## src/rtl/mac_feeder_pkg.sv

```systemverilog
// Shared types and helpers for the MAC operand feeder.
// Latency: n/a (types and a constant function only).
// Backpressure: n/a.
package mac_feeder_pkg;

    typedef enum logic [1:0] {
        IDLE  = 2'd0,
        CLEAR = 2'd1,
        RUN   = 2'd2,
        DONE  = 2'd3
    } feeder_state_t;

    localparam int DEFAULT_DEPTH = 8;

    // Pointer width for a FIFO of 'depth' entries: one extra wrap bit so
    // that full and empty can be told apart when the indices match.
    function automatic int ptr_width(input int depth);
        return $clog2(depth) + 1;
    endfunction

endpackage

```

## src/rtl/sync_fifo.sv

```systemverilog
// Synchronous show-ahead FIFO; rd_data is always the current head entry.
// Latency: a push is visible on rd_data/empty the cycle after it is written.
// Backpressure: pushes while full are dropped; pops while empty are ignored.
//
// Ports: clk, rst_n (async, active-low), wr_en/wr_data (push side),
//        rd_en/rd_data (pop side, head shown combinationally), full, empty.
module sync_fifo
    import mac_feeder_pkg::*;
#(
    parameter int DATA_WIDTH = 8,
    parameter int DEPTH      = DEFAULT_DEPTH
) (
    input  logic                  clk,
    input  logic                  rst_n,
    input  logic                  wr_en,
    input  logic [DATA_WIDTH-1:0] wr_data,
    input  logic                  rd_en,
    output logic [DATA_WIDTH-1:0] rd_data,
    output logic                  full,
    output logic                  empty
);

    localparam int PW = ptr_width(DEPTH);
    localparam int AW = PW - 1;

    logic [PW-1:0]         wr_ptr;
    logic [PW-1:0]         rd_ptr;
    logic [DATA_WIDTH-1:0] mem [DEPTH];
    logic                  push;
    logic                  pop;

    // Full when the indices match but the wrap bits differ.
    assign empty   = (wr_ptr == rd_ptr);
    assign full    = (wr_ptr[AW] != rd_ptr[AW]) && (wr_ptr[AW-1:0] == rd_ptr[AW-1:0]);
    // A push against a full FIFO is lost even if a pop frees a slot this cycle.
    assign push    = wr_en && !full;
    assign pop     = rd_en && !empty;
    assign rd_data = mem[rd_ptr[AW-1:0]];

    always_ff @(posedge clk or negedge rst_n) begin
        if (!rst_n) begin
            wr_ptr <= '0;
            rd_ptr <= '0;
        end else begin
            if (push) begin
                wr_ptr <= wr_ptr + {{(PW-1){1'b0}}, 1'b1};
            end
            if (pop) begin
                rd_ptr <= rd_ptr + {{(PW-1){1'b0}}, 1'b1};
            end
        end
    end

    // Storage needs no reset: the pointers alone define what is valid.
    always_ff @(posedge clk) begin
        if (push) begin
            mem[wr_ptr[AW-1:0]] <= wr_data;
        end
    end

endmodule

```

## src/rtl/mac_operand_feeder.sv

```systemverilog
// Buffers A/B operands and sequences one clear + vec_len En-qualified pairs + done into a MAC.
// Latency: start->mac_clr 1 cycle, mac_clr->first mac_en >=2 cycles, last mac_en->done 1 cycle.
// Backpressure: RUN stalls while either FIFO is empty; writes to a full FIFO are dropped.
//
// Ports: clk, rst_n (async, active-low); a_wr_en/a_wr_data, b_wr_en/b_wr_data push
//        operands, a_full/b_full report FIFO state; start/vec_len launch an operation,
//        busy/done report progress; mac_en/mac_clr/mac_ain/mac_bin drive the MAC.
// Optional: define MAC_FEEDER_STATS_EN to add stall_cycles[15:0], a saturating count of
//           RUN cycles stalled on an empty FIFO, cleared when start is accepted.
module mac_operand_feeder
    import mac_feeder_pkg::*;
#(
    parameter int DATA_WIDTH = 8,
    parameter int DEPTH      = DEFAULT_DEPTH,
    parameter int LEN_WIDTH  = 8
) (
    input  logic                  clk,
    input  logic                  rst_n,
    input  logic                  a_wr_en,
    input  logic [DATA_WIDTH-1:0] a_wr_data,
    input  logic                  b_wr_en,
    input  logic [DATA_WIDTH-1:0] b_wr_data,
    output logic                  a_full,
    output logic                  b_full,
    input  logic                  start,
    input  logic [LEN_WIDTH-1:0]  vec_len,
    output logic                  busy,
    output logic                  done,
    output logic                  mac_en,
    output logic                  mac_clr,
    output logic [DATA_WIDTH-1:0] mac_ain,
    output logic [DATA_WIDTH-1:0] mac_bin
`ifdef MAC_FEEDER_STATS_EN
    ,
    output logic [15:0]           stall_cycles
`endif
);

    feeder_state_t         state;
    logic [LEN_WIDTH-1:0]  len_q;
    logic [LEN_WIDTH-1:0]  cnt;
    logic                  a_empty;
    logic                  b_empty;
    logic [DATA_WIDTH-1:0] a_head;
    logic [DATA_WIDTH-1:0] b_head;
    logic                  pop;

    // Both FIFOs always pop together so the A/B pairing never skews.
    assign pop = (state == RUN) && !a_empty && !b_empty && (cnt < len_q);

    sync_fifo #(
        .DATA_WIDTH (DATA_WIDTH),
        .DEPTH      (DEPTH)
    ) u_fifo_a (
        .clk     (clk),
        .rst_n   (rst_n),
        .wr_en   (a_wr_en),
        .wr_data (a_wr_data),
        .rd_en   (pop),
        .rd_data (a_head),
        .full    (a_full),
        .empty   (a_empty)
    );

    sync_fifo #(
        .DATA_WIDTH (DATA_WIDTH),
        .DEPTH      (DEPTH)
    ) u_fifo_b (
        .clk     (clk),
        .rst_n   (rst_n),
        .wr_en   (b_wr_en),
        .wr_data (b_wr_data),
        .rd_en   (pop),
        .rd_data (b_head),
        .full    (b_full),
        .empty   (b_empty)
    );

    always_ff @(posedge clk or negedge rst_n) begin
        if (!rst_n) begin
            state   <= IDLE;
            len_q   <= '0;
            cnt     <= '0;
            busy    <= 1'b0;
            done    <= 1'b0;
            mac_en  <= 1'b0;
            mac_clr <= 1'b0;
            mac_ain <= '0;
            mac_bin <= '0;
        end else begin
            mac_en  <= pop;
            mac_clr <= 1'b0;
            done    <= 1'b0;
            // Operand registers hold their last value while mac_en is low.
            if (pop) begin
                mac_ain <= a_head;
                mac_bin <= b_head;
            end
            case (state)
                IDLE: begin
                    if (start) begin
                        len_q   <= vec_len;
                        cnt     <= '0;
                        mac_clr <= 1'b1;
                        busy    <= 1'b1;
                        state   <= CLEAR;
                    end
                end
                CLEAR: begin
                    if (len_q == '0) begin
                        done  <= 1'b1;
                        state <= DONE;
                    end else begin
                        state <= RUN;
                    end
                end
                RUN: begin
                    // Leaving one cycle after the last pop lets the final mac_en
                    // land before done, so the MAC has absorbed the last product.
                    if (cnt == len_q) begin
                        done  <= 1'b1;
                        state <= DONE;
                    end else if (pop) begin
                        cnt <= cnt + {{(LEN_WIDTH-1){1'b0}}, 1'b1};
                    end
                end
                DONE: begin
                    busy  <= 1'b0;
                    state <= IDLE;
                end
                default: begin
                    busy  <= 1'b0;
                    state <= IDLE;
                end
            endcase
        end
    end

`ifdef MAC_FEEDER_STATS_EN
    // Only stalls caused by an empty FIFO count; the final RUN cycle where
    // cnt == len_q is not a stall.
    always_ff @(posedge clk or negedge rst_n) begin
        if (!rst_n) begin
            stall_cycles <= '0;
        end else if (state == IDLE && start) begin
            stall_cycles <= '0;
        end else if (state == RUN && (cnt < len_q) && (a_empty || b_empty)
                     && stall_cycles != 16'hFFFF) begin
            stall_cycles <= stall_cycles + 16'd1;
        end
    end
`endif

endmodule

```

## config.mk

```make
export PLATFORM = sky130hd
export DESIGN_NAME = mac_operand_feeder
export DESIGN_NICKNAME = d
export VERILOG_FILES = /design/src/rtl/mac_feeder_pkg.sv /design/src/rtl/sync_fifo.sv /design/src/rtl/mac_operand_feeder.sv
export SDC_FILE = /design/constraint.sdc
export NUM_CORES = 1
export LEC_CHECK = 0
export ABC_CLOCK_PERIOD_IN_PS = 2450
export BUFFER_PORTS_ARGS = -buffer_cell sky130_fd_sc_hd__buf_4
export CAP_MARGIN = 20
export CORE_MARGIN = 4
export CORE_UTILIZATION = 57
export CTS_BUF_LIST = sky130_fd_sc_hd__clkbuf_4
export DETAILED_ROUTE_END_ITERATION = 6
export GPL_ROUTABILITY_DRIVEN = 0
export GPL_TIMING_DRIVEN = 0
export MAX_ROUTING_LAYER = met4
export PLACE_DENSITY = 0.78
export SLEW_MARGIN = 5
export SYNTH_ARGS = -nofsm -noshare
export SYNTH_HDL_FRONTEND = slang
export SYNTH_HIERARCHICAL = 1
export SYNTH_SLANG_ARGS = --single-unit
export TNS_END_PERCENT = 30
```

## constraint.sdc

```tcl
create_clock -name clk -period 2.45 [get_ports clk]
set_input_delay 0.1225 -clock clk [delete_from_list [all_inputs] [get_ports clk]]
set_output_delay 0.1225 -clock clk [all_outputs]
set_load 0.05 [all_outputs]
```

==> flow_metrics.tcl, run 1 <==
set metrics [dict create \
    status "complete, but fails checks" \
    violations "setup timing" \
    crit_path_end "u_fifo_a/rd_ptr[3]$_DFFE_PN0P_" \
    critPathLaunch "u_fifo_b/wr_ptr[1]$_DFFE_PN0P_" \
    multiInputGateArea_um2 3070 \
    coreArea_um2 14100 \
    drc_errors 0 \
    insertion_delay_ps 560 \
    grt_pass1_vias 4952 \
    clock_sinks 182 \
    ant_nets 0 \
    yosysTopAreaCell "edfxtp_1" \
    criticalPathCategory "reg2reg" \
    dieArea_um2 16600 \
    drt_iter0_markers 533 \
    ios 51 \
    min_path_type "in2async" \
    synthToLayoutAreaGrowth_pct 19.9 \
    worstReg2RegStart "u_fifo_b/wr_ptr[1]$_DFFE_PN0P_" \
    maxSlewHeadroom_pct 33.0 \
    place_ws_ps -628 \
    fin_crit_sh_pct 101 \
    cts_buffers 17 \
    max_cap_viol_count 0 \
    max_clock_freq_mhz 403 \
    finalMaxSlewViolations 0 \
    p_leak_uw 0.00370 \
    layout-drive-gt1-share_pct 37.1 \
    setup_tns_ps -30.9 \
    clk_pin_slew_ps 150 \
    io_buffers 50 \
    rrSetupSlack_ps -30 \
    synth.top_cell.area_share_pct 46.2 \
    final.setup_skew_ps 17.0 \
    setup_viol 1 \
    yosysMostFrequentCell "edfxtp_1" \
    avgRoutedWirePerCell_um 20.7 \
    ff_latch_area_um2 5200 \
    synthTopCellsByArea "edfxtp_1, dfrtp_1, mux4_1, mux4_2, mux2_4" \
    row_count 43 \
    start_util_pct 59.0 \
    reg2reg_depth 11 \
    syn-num-nets 530 \
    ys_ff_latch 182 \
    die_w_um 129 \
    synth_edf_count 128 \
    seq_area_frac_synth_pct 62.5 \
    cts_tree "done" \
    fin_ws_ps -30.9 \
    grt_use_total_pct 21.6 \
    peakVddDrop_v 0.000706 \
    placed_cells 716 \
    worst_ep_required_time_ps 2870 \
    synth.top_cells.by_count "edfxtp_1, dfrtp_1, nand2_1" \
    cp.arrival_ps 2900 \
    clockBufferDepth 2 \
    synth_warnings 6 \
    syn_avg_cell_area_um2 17.2 \
    nets 655 \
    syn-cell-area_um2 8310 \
    vias 4741 \
    tightest_slew_ps 1000 \
    rr_endpoint "u_fifo_a/rd_ptr[3]$_DFFE_PN0P_" \
    grt_max_degree 55 \
    fp.dieH_um 129 \
    rsz0062_at_grt "true" \
    critPathLaunchType "flop" \
    power_uw 12900 \
    async_flop_share_pct 29.7 \
    powerDensity_nw_per_um2 1300 \
    grt_pass1_wl_um 26200 \
    fill_cells 880 \
    min_period_ps 2480 \
    end_kind "flop" \
    avgViaCountPerCell 5.90 \
    drt-pass1-iter-count 4 \
    worst-path-max-fanout 8 \
    synth_cell_type_count 57 \
    synthCells 484 \
    grt_antenna_before_repair 1 \
    wl_um 16600 \
    root_buffer "clkbuf_4" \
    layoutNonFillerInstCount 803 \
    htreeDepth 4 \
    dp_hpwl_um 10500 \
    ys.flop_type "edfxtp_1" \
    overflow 0 \
    finalHoldViolCount 0 \
]
-- logic make-up (layout without fill, tap and decap cells) --
logic type,count (synthesis),after routing,synth area share [%]
compound gates,55,55,6.43
xor+xnor,18,18,2.98
fa+ha+maj,17,17,2.56
buf+inv,37,175,2.82
flops,182,182,62.5
mux,70,70,15.4
other cells,0,1,0
simple gates,105,105,7.27
-- critical path: stages (launching register included) --
cell      delay, ps
dfrtp_1         430
buf_6           150
xor2_4          150
or3_4           420
nor2_4          130
nor4b_4          60
o211ai_1        200
nor2_4          130
buf_12          170
and4_2          230
o311ai_1        120
o311ai_2        160
-- cell type report --
cell class / count / area share, %
Multi-Input combinational cell: 265 / 30.8
Sequential cell: 182 / 52.2
Timing Repair Buffer: 106 / 9.00
Inverter: 16 / 0.603
Clock buffer: 17 / 1.28
Buffer: 21 / 1.98
Clock inverter: 15 / 1.88
Antenna cell: 1 / 0.0251
Tap cell: 180 / 2.26
-- sequential cells by signal, summed over array words and instances, names as in the netlist, 2 cells and up --
name / count
len_q: 8
u_fifo_a/wr_ptr: 4
cnt: 8
u_fifo_b/rd_ptr: 4
mac_bin: 8
u_fifo_b/mem: 64
mac_ain: 8
u_fifo_a/rd_ptr: 4
u_fifo_a/mem: 64
state: 2
u_fifo_b/wr_ptr: 4
-- worst min-delay path by stage --
| stage | slack (ps) | start | cells past startpoint | endpoint |
|---|---|---|---|---|
| 2_1_floorplan | -170 | rst_n | 0 | busy$_DFFE_PN0P_ |
| 3_3_place_gp | 240 | rst_n | 1 | state[0]$_DFFE_PN0P_ |
| 3_5_place_dp | 240 | rst_n | 1 | busy$_DFFE_PN0P_ |
| 4_1_cts | 140 | rst_n | 2 | busy$_DFFE_PN0P_ |
| 5_1_grt | 180 | rst_n | 2 | mac_bin[5]$_DFFE_PN0P_ |
| 6_report | 150 | rst_n | 2 | busy$_DFFE_PN0P_ |
-- cell usage in the layout (no fill, tap or decap), types with 7 or more instances in the layout --
master and instances:
buf_6 9, edfxtp_1 128, ha_1 17, buf_4 74
nand4_1 8, xnor2_1 9, mux4_2 14, inv_1 16
o211ai_1 8, nand3_1 9, xor2_4 7, mux4_1 18
mux2_4 21, dfrtp_1 49, dlygate4sd3_1 28, clkbuf_4 17
o21ai_0 10, nand2_1 28, buf_2 9, mux2_2 17
-- stage by stage --
stage / util (%) / hold WS (ps) / instance area [um2]
final: 70.7 / 149 / 9970
after global routing: 70.7 / 180 / 9970
after CTS: 68.7 / 143 / 9680
after detailed placement: 63.6 / 237 / 8960
after global placement: 63.3 / 236 / 8930
after floorplan: - / -173 / 8330
-- power breakdown --
group | leakage (uW) | switching [uW] | internal (uW)
logic | 0.00173 | 3550 | 3030
clock network | 0.000169 | 1080 | 654
registers | 0.00181 | 553 | 4080
-- per-layer routing --
layer	global-route usage (%)	part of all wire, %	vias to the layer above
met2	35.6	52	117
met3	4.32	4.4	16
met4	6.49	1.2	0
li1	-	-	2179
met5	-	0	-
met1	27.3	42	2429
-- timing repair --
item | CTS | global route
gates resized for setup | 14 | 23
gates cloned | 0 | 1
setup endpoints to repair | 78 | 92
buffers inserted | 6 | 19
endpoints found under the hold margin | 200 | 0
pin swaps | 2 | 6
hold buffers | 28 | 0
Note: power is estimated with default switching activity, not from simulation.
==> run 2: changes to the inputs <==
Settings changed: CORE_ASPECT_RATIO from default to 1.4.
==> run 2 against run 1 <==
Effect of this change: the flow now finishes without violations; clock-buffer cell count is the same; setup slack improved by 60 ps; via count rose by 2.7%; first-iteration DRC count fell by 53%; clock skew increased by 16 ps; worst hold slack worse by 23 ps; wire length up 3.5%; final area grew 1.4%; critical path depth fell by 1; sequential share of layout area decreased by 0.76 points; fmax is 2.5% higher; register-to-register slack improved by 60 ps; largest power group unchanged; highest routed layer unchanged.
==> flow_metrics.tcl, run 2 (same netlist as run 1, synthesis figures left out) <==
set metrics [dict create \
    dp_hpwl_um 10600 \
    fp.dieH_um 151 \
    tightest_slew_ps 906 \
    die_w_um 110 \
    drt-pass1-iter-count 5 \
    cts_tree "done" \
    htreeDepth 4 \
    synthToLayoutAreaGrowth_pct 21.6 \
    cts_buffers 17 \
    min_path_type "in2async" \
    row_count 52 \
    critPathLaunchType "flop" \
    ant_nets 0 \
    avgRoutedWirePerCell_um 21.1 \
    powerDensity_nw_per_um2 1320 \
    avgViaCountPerCell 5.96 \
    layout-drive-gt1-share_pct 37.5 \
    ios 51 \
    clock_sinks 182 \
    nets 659 \
    worst_ep_required_time_ps 2900 \
    place_ws_ps -777 \
    grt_pass1_wl_um 26200 \
    root_buffer "clkbuf_4" \
    drc_errors 0 \
    max_clock_freq_mhz 413 \
    rsz0062_at_grt "true" \
    max_cap_viol_count 0 \
    coreArea_um2 14400 \
    overflow 0 \
    criticalPathCategory "reg2reg" \
    cp.arrival_ps 2870 \
    end_kind "flop" \
    min_period_ps 2420 \
    peakVddDrop_v 0.000667 \
    wl_um 17200 \
    setup_viol 0 \
    final.setup_skew_ps 33.1 \
    grt_antenna_before_repair 1 \
    fin_ws_ps 29.5 \
    finalMaxSlewViolations 0 \
    clockBufferDepth 2 \
    status "complete, no violations" \
    maxSlewHeadroom_pct 39.3 \
    grt_use_total_pct 21.9 \
    fin_util_pct 70.3 \
    io_buffers 50 \
    finalHoldViolCount 0 \
    fill_cells 900 \
    clk_pin_slew_ps 180 \
    grt_max_degree 55 \
    grt_pass1_vias 4865 \
    whs_ps 126 \
    final_common_cell "edfxtp_1" \
    insertion_delay_ps 580 \
    fin_crit_sh_pct 98.8 \
    start_util_pct 57.8 \
    vias 4867 \
    drt_iter0_markers 252 \
    p_leak_uw 0.00378 \
    dieArea_um2 16600 \
    layout_common_cells "edfxtp_1, buf_4, dfrtp_1" \
    worst-path-max-fanout 6 \
]
[run 2: cell type report]
cell class	count	area (um2)	share of cell area [%]
Sequential cell	182	5200	51.4
Multi-Input combinational cell	265	3120	30.8
Timing Repair Buffer	110	958	9.48
Tap cell	189	236	2.34
Buffer	21	206	2.04
Clock inverter	15	201	1.99
Clock buffer	17	128	1.26
Inverter	16	60.1	0.594
Antenna cell	1	2.50	0.0248
[run 2: metal layers]
metal,GRT usage (%),part of all wire [%],vias to the layer above,wire [um]
met5,-,0,-,0
met4,6.49,1.6,0,274
met3,3.92,4.4,25,750
met1,26.8,38,2521,6610
li1,-,-,2185,-
met2,37.2,56,136,9550
[run 2: per-stage QoR]
stage	area, um2	TNS [ps]	power, uW	instances
after CTS	9860	0	12700	807
after global placement	8940	-34000	10100	723
after global routing	10100	-853	14000	816
final	10100	0	13300	816
after detailed placement	8990	-18140	10400	725
after floorplan	8330	-2990	8980	484
[run 2: what timing repair did]
item                       in CTS  in global routing
setup endpoints to repair      45                 96
hold endpoints to repair      201                  0
setup buffers                  22                  8
hold buffers                   28                  0
gates cloned                    0                  2
pin swaps                       7                 12
gates resized for setup        19                 34
[run 2: path summary, 6_finish.rpt]
kind / cells after the start / endpoint / slack, ps / startpoint
setup / recovery: 10 / mac_ain[1]$_DFFE_PN0P_ / 30 / u_fifo_b/wr_ptr[0]$_DFFE_PN0P_
hold / removal: 2 / busy$_DFFE_PN0P_ / 130 / rst_n
setup reg to reg: 10 / mac_ain[1]$_DFFE_PN0P_ / 30 / u_fifo_b/wr_ptr[0]$_DFFE_PN0P_
hold reg to reg: 1 / mac_bin[1]$_DFFE_PN0P_ / 540 / mac_bin[1]$_DFFE_PN0P_
max in group asynchronous: 2 / u_fifo_a/wr_ptr[2]$_DFFE_PN0P_ / 1780 / rst_n
min in group clk: 4 / len_q[1]$_DFFE_PN0P_ / 300 / vec_len[1]
[run 2: worst max-delay path, stage by stage, from the launching register on]
cell and delay [ps]:
dfrtp_1 440, buf_6 150, xor2_4 140, or3_4 170, nor2_4 40, nor4b_4 280
o211ai_1 220, nor2_4 270, buf_12 160, buf_12 120, mux2_4 300
[run 2: report_power, final]
| group | switching [uW] | total, uW | internal (uW) |
|---|---|---|---|
| Combinational | 3710 | 6980 | 3270 |
| Sequential | 540 | 4620 | 4080 |
| Clock | 1210 | 1710 | 499 |
| Total | 5460 | 13300 | 7840 |
